File: config.mk
export PLATFORM = sky130hd
export DESIGN_NAME = multi_channel_clock_divider
export DESIGN_NICKNAME = d
export VERILOG_FILES = /design/src/rtl/timer_pkg.sv /design/src/rtl/timer_channel.sv /design/src/rtl/multi_channel_clock_divider.sv
export SDC_FILE = /design/constraint.sdc
export NUM_CORES = 1
export LEC_CHECK = 0
export CORE_MARGIN = 2
export CORE_UTILIZATION = 50
export DETAILED_ROUTE_END_ITERATION = 10
export PLACE_DENSITY = 0.71
export SLEW_MARGIN = 20
export SYNTH_ARGS = -nofsm -noshare
export SYNTH_HDL_FRONTEND = slang
export SYNTH_HIERARCHICAL = 1
export SYNTH_SLANG_ARGS = --single-unit
File: constraint.sdc
create_clock -name CLK100M -period 6.9 [get_ports CLK100M]
set_input_delay 1.035 -clock CLK100M [delete_from_list [all_inputs] [get_ports CLK100M]]
set_output_delay 1.035 -clock CLK100M [all_outputs]
set_load 0.01 [all_outputs]
File: src/rtl/timer_pkg.sv
// Shared constants for the multi-channel timebase: mode encoding, default width and divisor.
package timer_pkg;

  localparam int TIMER_WIDTH = 28;
  localparam logic [27:0] DEFAULT_DIV = 28'd50_000_000;

  typedef enum logic [1:0] {
    MODE_SQUARE  = 2'b00,
    MODE_TICK    = 2'b01,
    MODE_ONESHOT = 2'b10
  } mode_e;

  // Encoding 11 has no meaning of its own and behaves as a periodic tick.
  function automatic mode_e norm_mode(input logic [1:0] m);
    return (m == 2'b11) ? MODE_TICK : mode_e'(m);
  endfunction

endpackage

File: src/rtl/timer_channel.sv
// One divider channel: counter, active/pending configuration and registered tick/wave/done.
module timer_channel
  import timer_pkg::*;
#(
  parameter int                WIDTH   = TIMER_WIDTH,
  parameter logic [WIDTH-1:0]  RST_DIV = WIDTH'(DEFAULT_DIV)
) (
  input  logic             clk,
  input  logic             rst_n,
  input  logic             en_i,
  input  logic             sync_clr_i,
  input  logic             we_i,
  input  logic [WIDTH-1:0] wdiv_i,
  input  logic [1:0]       wmode_i,
  output logic             tick_o,
  output logic             wave_o,
  output logic             done_o
);

  localparam logic [WIDTH-1:0] ONE = WIDTH'(1);

  logic [WIDTH-1:0] cnt_q, cnt_d, div_q, div_d, pdiv_q, pdiv_d;
  mode_e            mode_q, mode_d, pmode_q, pmode_d;
  logic             pend_q, pend_d, en_q;
  logic             tick_q, tick_d, wave_q, wave_d, done_q, done_d;
  logic             boundary;
  mode_e            wmode;

  assign wmode = norm_mode(wmode_i);

  always_comb begin
    cnt_d    = cnt_q;
    div_d    = div_q;
    mode_d   = mode_q;
    pdiv_d   = pdiv_q;
    pmode_d  = pmode_q;
    pend_d   = pend_q;
    tick_d   = 1'b0;
    wave_d   = wave_q;
    done_d   = done_q;
    boundary = 1'b0;
    if (!en_i || !en_q || sync_clr_i) begin
      // Not running (disabled, start edge or phase restart): everything
      // restarts from zero and configuration lands in the active set now.
      cnt_d  = '0;
      wave_d = 1'b0;
      done_d = 1'b0;
      pend_d = 1'b0;
      if (pend_q) begin
        div_d  = pdiv_q;
        mode_d = pmode_q;
      end
      if (we_i) begin
        div_d  = wdiv_i;
        mode_d = wmode;
      end
    end else begin
      boundary = (div_q != '0) && !done_q && (cnt_q == div_q - ONE);
      if (boundary) begin
        cnt_d  = '0;
        tick_d = 1'b1;
        if (mode_q == MODE_SQUARE)  wave_d = ~wave_q;
        if (mode_q == MODE_ONESHOT) done_d = 1'b1;
        if (pend_q) begin
          div_d  = pdiv_q;
          mode_d = pmode_q;
          pend_d = 1'b0;
        end
      end else if (div_q != '0 && !done_q) begin
        cnt_d = cnt_q + ONE;
      end
      if (we_i) begin
        if (done_q) begin
          // A finished one-shot has no boundary left, so a write re-arms it directly.
          div_d  = wdiv_i;
          mode_d = wmode;
          pend_d = 1'b0;
          done_d = 1'b0;
          cnt_d  = '0;
        end else begin
          pdiv_d  = wdiv_i;
          pmode_d = wmode;
          pend_d  = 1'b1;
        end
      end
    end
    if (mode_d != MODE_SQUARE) wave_d = 1'b0;
  end

  always_ff @(posedge clk or negedge rst_n) begin
    if (!rst_n) begin
      cnt_q   <= '0;
      div_q   <= RST_DIV;
      mode_q  <= MODE_SQUARE;
      pdiv_q  <= '0;
      pmode_q <= MODE_SQUARE;
      pend_q  <= 1'b0;
      en_q    <= 1'b0;
      tick_q  <= 1'b0;
      wave_q  <= 1'b0;
      done_q  <= 1'b0;
    end else begin
      cnt_q   <= cnt_d;
      div_q   <= div_d;
      mode_q  <= mode_d;
      pdiv_q  <= pdiv_d;
      pmode_q <= pmode_d;
      pend_q  <= pend_d;
      en_q    <= en_i;
      tick_q  <= tick_d;
      wave_q  <= wave_d;
      done_q  <= done_d;
    end
  end

  assign tick_o = tick_q;
  assign wave_o = wave_q;
  assign done_o = done_q;

endmodule

File: src/rtl/multi_channel_clock_divider.sv
// CHANNELS independent programmable timebases from the 100 MHz clock; decodes config writes per channel.
module multi_channel_clock_divider #(
  parameter int               CHANNELS    = 4,
  parameter int               WIDTH       = timer_pkg::TIMER_WIDTH,
  parameter logic [WIDTH-1:0] DEFAULT_DIV = WIDTH'(timer_pkg::DEFAULT_DIV),
  localparam int              CH_W        = (CHANNELS > 1) ? $clog2(CHANNELS) : 1
) (
  input  logic                CLK100M,
  input  logic                RST_N,
  input  logic [CHANNELS-1:0] ch_en,
  input  logic                sync_clr,
  input  logic                cfg_we,
  input  logic [CH_W-1:0]     cfg_ch,
  input  logic [WIDTH-1:0]    cfg_div,
  input  logic [1:0]          cfg_mode,
  output logic [CHANNELS-1:0] tick,
  output logic [CHANNELS-1:0] wave,
  output logic [CHANNELS-1:0] done
);

  logic [CHANNELS-1:0] ch_we;

  for (genvar g = 0; g < CHANNELS; g++) begin : g_ch
    // Addresses at or beyond CHANNELS match no instance and are dropped.
    assign ch_we[g] = cfg_we && (int'(cfg_ch) == g);

    timer_channel #(
      .WIDTH   (WIDTH),
      .RST_DIV (DEFAULT_DIV)
    ) u_ch (
      .clk        (CLK100M),
      .rst_n      (RST_N),
      .en_i       (ch_en[g]),
      .sync_clr_i (sync_clr),
      .we_i       (ch_we[g]),
      .wdiv_i     (cfg_div),
      .wmode_i    (cfg_mode),
      .tick_o     (tick[g]),
      .wave_o     (wave[g]),
      .done_o     (done[g])
    );
  end

endmodule

==> impl_metrics.ini, run 1 <==
[flow_run]
cap_violations = 0

[routing]
antenna_left = 0
vias_per_cell = 6.21
firstDrtPassIters = 6
routedWlPerCell_um = 21.4
drt_iter0_drc = 1439
via_count = 18100
drc = 0
drt-total-wl_um = 62600

[finish]
area_growth_pct = 8.48
final_util_pct = 55.1
layout-drive-gt1-share_pct = 20.5
nNetsFinal = 2334
diodes = 0

[clock_tree]
hold_buffers = 0
clk_latency_ps = 580
post_cts_buffers = 0
cts_buffer_depth = 3
cts_inserted_buffers = 41
cts_tree = yes
cts_resized = 0
clk_pin_slew_worst_paths_ps = 60
root_buffer = clkbuf_16
cts.sink_count = 372
htree_levels = 2

[timing]
maxSlewViolCount = 0
fin_setup_tns_ps = 0
setup_viol = 0
maxSlewHeadroom_pct = 26.4
worstMarginPinSlew_ps = 1100
period_share_pct = 71.8
finalHoldViolCount = 0
fmax_mhz = 202
grt_setup_unrepaired = false
skew_ps = 15.2
min_period_ps = 4960

[global_route]
grt_pass1_vias = 18300
grt_usage_pct = 25.6
grt_pass1_wl_um = 101000
grt_max_degree = 109
gr-total-overflow = 0
antenna_found_initial = 0

[setup_path]
critPathSlowestCell = and4_1
end_kind = flop
start_kind = flop
cp.arrival_ps = 5360
required_ps = 7310
critical_path.max_stage_delay_ps = 870
worst-setup-path-type = reg2reg
crit_path_max_fanout = 16
crit_chain = inv_1 -> ha_1 -> nor3b_1 -> nand3_1 -> nor4_1 -> xnor2_1 -> or4_4 -> nor4b_4 -> and4_1 -> buf_4 -> mux2i_1 -> a221oi_2

[die]
fp.dieW_um = 222
die_h_um = 222
die_area_um2 = 49200
design.portCount = 52
core_region_area_um2 = 46800
start_util_pct = 50.8
rows = 79

[yosys]
synth.area.top_cells = dfrtp_1 34%, mux2i_1 8.0%, mux2_2 7.3%, dfstp_2 5.3%, a221oi_2 5.3%
ys.flop_type = dfrtp_1
yosysTopAreaCell = dfrtp_1
synth_top_area_share_pct = 34.1
syn_area_um2 = 23700
syn_area_per_cell_um2 = 10.3
synth_fp_nets = 2361
synth_seq_area_share_pct = 39.5
synth-edff-count = 0
async_flop_share_pct = 100
ys_types = 77
ys_ff_latch = 372
yosysWarnings = 6
synth_cells = 2309

[hold_path]
min_path_type = reg2reg

[pwr]
max-vdd-ir-drop_mv = 0.147
pwr_density_cell_nw_per_um2 = 253
p_leak_uw = 0.00961

[place]
gp_congestion = 0.919
post-dp-hpwl_um = 42300
portBuffers = 51

[outcome]
status = completed
==> final cells by class <==
class                      count  area, um^2
clock inverter                11         161
tap                          607         759
clock buffer                  64        1270
sequential                   372        9370
multi-input combinational   1757       13300
inverter                      33         124
timing repair buffer          77         743
fill                        3957       21000
==> cell usage in the layout (no fill, tap or decap), types with 15 or more instances in the layout <==
master	instances
buf_4	24
o21ai_0	36
or4_1	16
xor2_1	121
clkdlybuf4s50_1	50
nor2_1	321
o22ai_1	34
dfstp_2	48
nand2_1	96
a21oi_1	22
a221oi_2	84
and3_1	16
nand4_1	46
nand3_1	67
clkbuf_16	43
mux2_4	20
and2_1	25
nor4b_1	15
nor4_1	45
mux2i_1	189
nor2_2	20
nor3b_1	19
mux2_2	153
dfrtp_1	324
xnor2_1	117
or3_1	22
nor3_1	58
inv_1	33
==> layer usage <==
metal  wire, um  share of wire, %  global-route usage, %  vias to the layer above
li1           -                 -                      -                     8359
met1      27900                45                   34.8                     9091
met2      28400                45                   40.2                      553
met3       3390               5.4                   3.47                      145
met4       2860               4.6                   12.7                        0
met5          0                 0                      0                        -
==> cell families (layout without fill, tap and decap cells) <==
| family | after synthesis | after routing | synth area share, % |
|---|---|---|---|
| adders and majority gates | 12 | 12 | 0.632 |
| buffers and inverters | 180 | 185 | 4.67 |
| AOI/OAI and AO/OA | 298 | 298 | 11.6 |
| muxes | 362 | 362 | 16.5 |
| DFF | 372 | 372 | 39.5 |
| xor gates and xnor gates | 238 | 238 | 8.78 |
| and+or+nand+nor | 847 | 847 | 18.4 |
==> synth_stat cells (22+ instances only) <==
cell type,number
nor2_1,327
dfrtp_1,324
mux2i_1,189
mux2_2,153
xor2_1,121
xnor2_1,117
nand2_1,96
a221oi_2,84
nand3_1,67
nor3_1,58
clkbuf_1,55
dfstp_2,48
nand4_1,46
nor4_1,45
o21ai_0,39
o22ai_1,34
inv_1,33
buf_2,29
and2_1,25
a21oi_1,22
or3_1,22
==> registers in the layout, indices dropped and copies added (netlist names) <==
| register | count |
|---|---|
| g_ch.u_ch/pend_q | 4 |
| g_ch.u_ch/tick_o | 4 |
| g_ch.u_ch/en_q | 4 |
| g_ch.u_ch/pdiv_q | 112 |
| g_ch.u_ch/mode_q | 8 |
| g_ch.u_ch/div_q | 112 |
| g_ch.u_ch/cnt_q | 112 |
| g_ch.u_ch/pmode_q | 8 |
| g_ch.u_ch/done_o | 4 |
| g_ch.u_ch/wave_o | 4 |
==> path summary, 6_finish.rpt <==
kind,from,end,slack [ps],cells past startpoint
worst max-delay path,g_ch[2].u_ch/div_q[0]$_DFF_PN0_,g_ch[2].u_ch/div_q[4]$_DFF_PN0_,1940,12
worst min-delay path,g_ch[2].u_ch/pmode_q[1]$_DFFE_PN0P_,g_ch[2].u_ch/pmode_q[1]$_DFFE_PN0P_,480,2
worst max register to register,g_ch[2].u_ch/div_q[0]$_DFF_PN0_,g_ch[2].u_ch/div_q[4]$_DFF_PN0_,1940,12
worst min register to register,g_ch[2].u_ch/pmode_q[1]$_DFFE_PN0P_,g_ch[2].u_ch/pmode_q[1]$_DFFE_PN0P_,480,2
max in group asynchronous,RST_N,g_ch[1].u_ch/cnt_q[17]$_DFF_PN0_,5000,2
min in group asynchronous,RST_N,g_ch[0].u_ch/pmode_q[1]$_DFFE_PN0P_,500,1
==> critical path: cells and delay by family (launching register included) <==
kind	cells	cell delay, ps
adders and majority gates	1	210
xor gates and xnor gates	1	130
and+or+nand+nor	6	3050
buffers and inverters	2	540
AOI/OAI and AO/OA	1	90
muxes	1	300
DFF	1	450
==> through the flow <==
step	hold WS, ps	instances	instance area [um^2]	setup WS [ps]	power (uW)
final	484	2921	25800	1940	6530
after global routing	508	2921	25800	1580	6830
after CTS	485	2920	25700	1990	6560
after detailed placement	471	2845	24300	2080	4190
after global placement	464	2845	24300	2210	4110
after floorplan	444	2309	23700	3250	3830
==> report_power, final <==
part	total [uW]	internal (uW)	switching (uW)	leakage [uW]
logic	1230	624	603	0.00424
clock network	2340	1420	926	0.000708
registers	2960	2530	432	0.00466
total	6530	4570	1960	0.00961
No activity file was read; power rests on OpenSTA's default activity.
==> inputs of run 2 (changes only) <==
- clock period: 6.9 -> 4.6 ns (I/O delays scaled with it)
==> run 2 against run 1 <==
  * Sequential power rose by 51%
  * Final cell count rose by 0.45%
  * Clock power rose by 56%
  * Register-to-register slack got worse by 1500 ps
  * Hold slack got worse by 270 ps
  * Sequential cell count did not move
  * Core utilization rose by 0.39 points
  * Clock skew rose by 6.1 ps
  * Count of clock-buffer cells in the layout fell by 1
==> impl_metrics.ini, run 2 (synthesized netlist as in run 1, its figures left out) <==
[setup_path]
cp.arrival_ps = 4540
end_kind = flop
crit_path_max_fanout = 30
start_kind = flop
required_ps = 5030
critPathSlowestCell = or4_4
crit_chain = inv_1 -> ha_1 -> nor3b_1 -> nand3_1 -> nor4_1 -> xnor2_1 -> or4_4 -> nor4b_4 -> and4_1 -> buf_12 -> mux2i_1 -> a221oi_2
worst-setup-path-type = reg2reg
critical_path.max_stage_delay_ps = 540

[timing]
fmax_mhz = 243
min_period_ps = 4110
finalHoldViolCount = 0
maxSlewHeadroom_pct = 27.5
grt_setup_unrepaired = false
skew_ps = 21.3
fin_setup_tns_ps = 0
worstMarginPinSlew_ps = 1080
period_share_pct = 89.3
maxSlewViolCount = 0
setup_viol = 0

[place]
gp_congestion = 0.902
post-dp-hpwl_um = 43000
dp_cells = 2854
portBuffers = 51

[die]
die_area_um2 = 49200
die_h_um = 222
start_util_pct = 50.8
core_region_area_um2 = 46800
fp.dieW_um = 222
design.portCount = 52
rows = 79

[routing]
vias_per_cell = 6.18
via_count = 18100
antenna_left = 0
drc = 0
routedWlPerCell_um = 21.4
drt-total-wl_um = 62900
drt_iter0_drc = 1384
firstDrtPassIters = 5

[clock_tree]
hold_buffers = 0
cts_tree = yes
cts.sink_count = 372
clk_latency_ps = 580
root_buffer = clkbuf_16
post_cts_buffers = 0
clk_pin_slew_worst_paths_ps = 60
htree_levels = 2
cts_resized = 0
cts_inserted_buffers = 43
cts_buffer_depth = 3

[global_route]
grt_usage_pct = 25.5
gr-total-overflow = 0
grt_pass1_vias = 18200
antenna_found_initial = 2
grt_max_degree = 112
grt_pass1_wl_um = 101000

[finish]
reg.largest.list = g_ch.u_ch/cnt_q (112), g_ch.u_ch/div_q (112), g_ch.u_ch/pdiv_q (112)
nNetsFinal = 2345
final_cell_mix = 324 x dfrtp_1, 321 x nor2_1, 189 x mux2i_1
final_util_pct = 55.5
layout_commonest_cell = dfrtp_1
layout-drive-gt1-share_pct = 20.8
area_growth_pct = 9.24
finalNonFillerCells = 2934
diodes = 0

[pwr]
finalPower_uw = 9950
max-vdd-ir-drop_mv = 0.216
p_leak_uw = 0.00968
pwr_density_cell_nw_per_um2 = 384

[flow_run]
cap_violations = 0

[outcome]
status = completed

[hold_path]
min_path_type = in2async
==> run 2: final timing paths <==
path                       cells after the start                                 from                             endpoint  slack [ps]
setup / recovery                              12      g_ch[2].u_ch/div_q[0]$_DFF_PN0_      g_ch[2].u_ch/div_q[5]$_DFF_PN0_         490
hold / removal                                 1                                RST_N      g_ch[0].u_ch/cnt_q[2]$_DFF_PN0_         220
setup reg to reg                              12      g_ch[2].u_ch/div_q[0]$_DFF_PN0_      g_ch[2].u_ch/div_q[5]$_DFF_PN0_         490
hold reg to reg                                2  g_ch[3].u_ch/pmode_q[1]$_DFFE_PN0P_  g_ch[3].u_ch/pmode_q[1]$_DFFE_PN0P_         480
max in group asynchronous                      2                                RST_N     g_ch[2].u_ch/div_q[20]$_DFF_PN1_        3330
min in group CLK100M                           2  g_ch[3].u_ch/pmode_q[1]$_DFFE_PN0P_  g_ch[3].u_ch/pmode_q[1]$_DFFE_PN0P_         480
==> run 2: layer usage <==
layer	vias up	part of all wire (%)	global-route usage (%)
met5	-	0	0
met4	0	4.0	10.4
met3	129	4.6	3.06
met2	453	46	41.1
met1	9181	45	34.9
li1	8361	-	-
==> run 2: area by class of cell <==
| type | instances | area [um^2] |
|---|---|---|
| Sequential cell | 372 | 9370 |
| Timing Repair Buffer | 86 | 866 |
| Clock inverter | 16 | 241 |
| Fill cell | 4039 | 20800 |
| Inverter | 33 | 124 |
| Tap cell | 607 | 759 |
| Multi-Input combinational cell | 1757 | 13300 |
| Clock buffer | 63 | 1250 |
==> run 2: stage by stage <==
stage                     setup slack (ps)  cell area (um^2)  hold slack [ps]
after global routing                  19.2             25900              282
after detailed placement               489             24400              477
after global placement                 632             24400              464
after floorplan                        954             23700              394
final                                  492             25900              217
after CTS                              456             25900              231
==> run 2: where the power goes <==
| part | internal (uW) | leakage [uW] | switching (uW) |
|---|---|---|---|
| sequential | 3790 | 0.00466 | 669 |
| combinational | 940 | 0.00429 | 901 |
| clock | 2230 | 0.000725 | 1420 |
| total | 6960 | 0.00968 | 2990 |
==> run 2: worst max-delay path: cells and delay by family (launching register included) <==
kind	cells	cell delay, ps
DFF	1	450
and+or+nand+nor	6	2400
buffers and inverters	2	350
adders and majority gates	1	220
muxes	1	300
AOI/OAI and AO/OA	1	90
xor gates and xnor gates	1	120
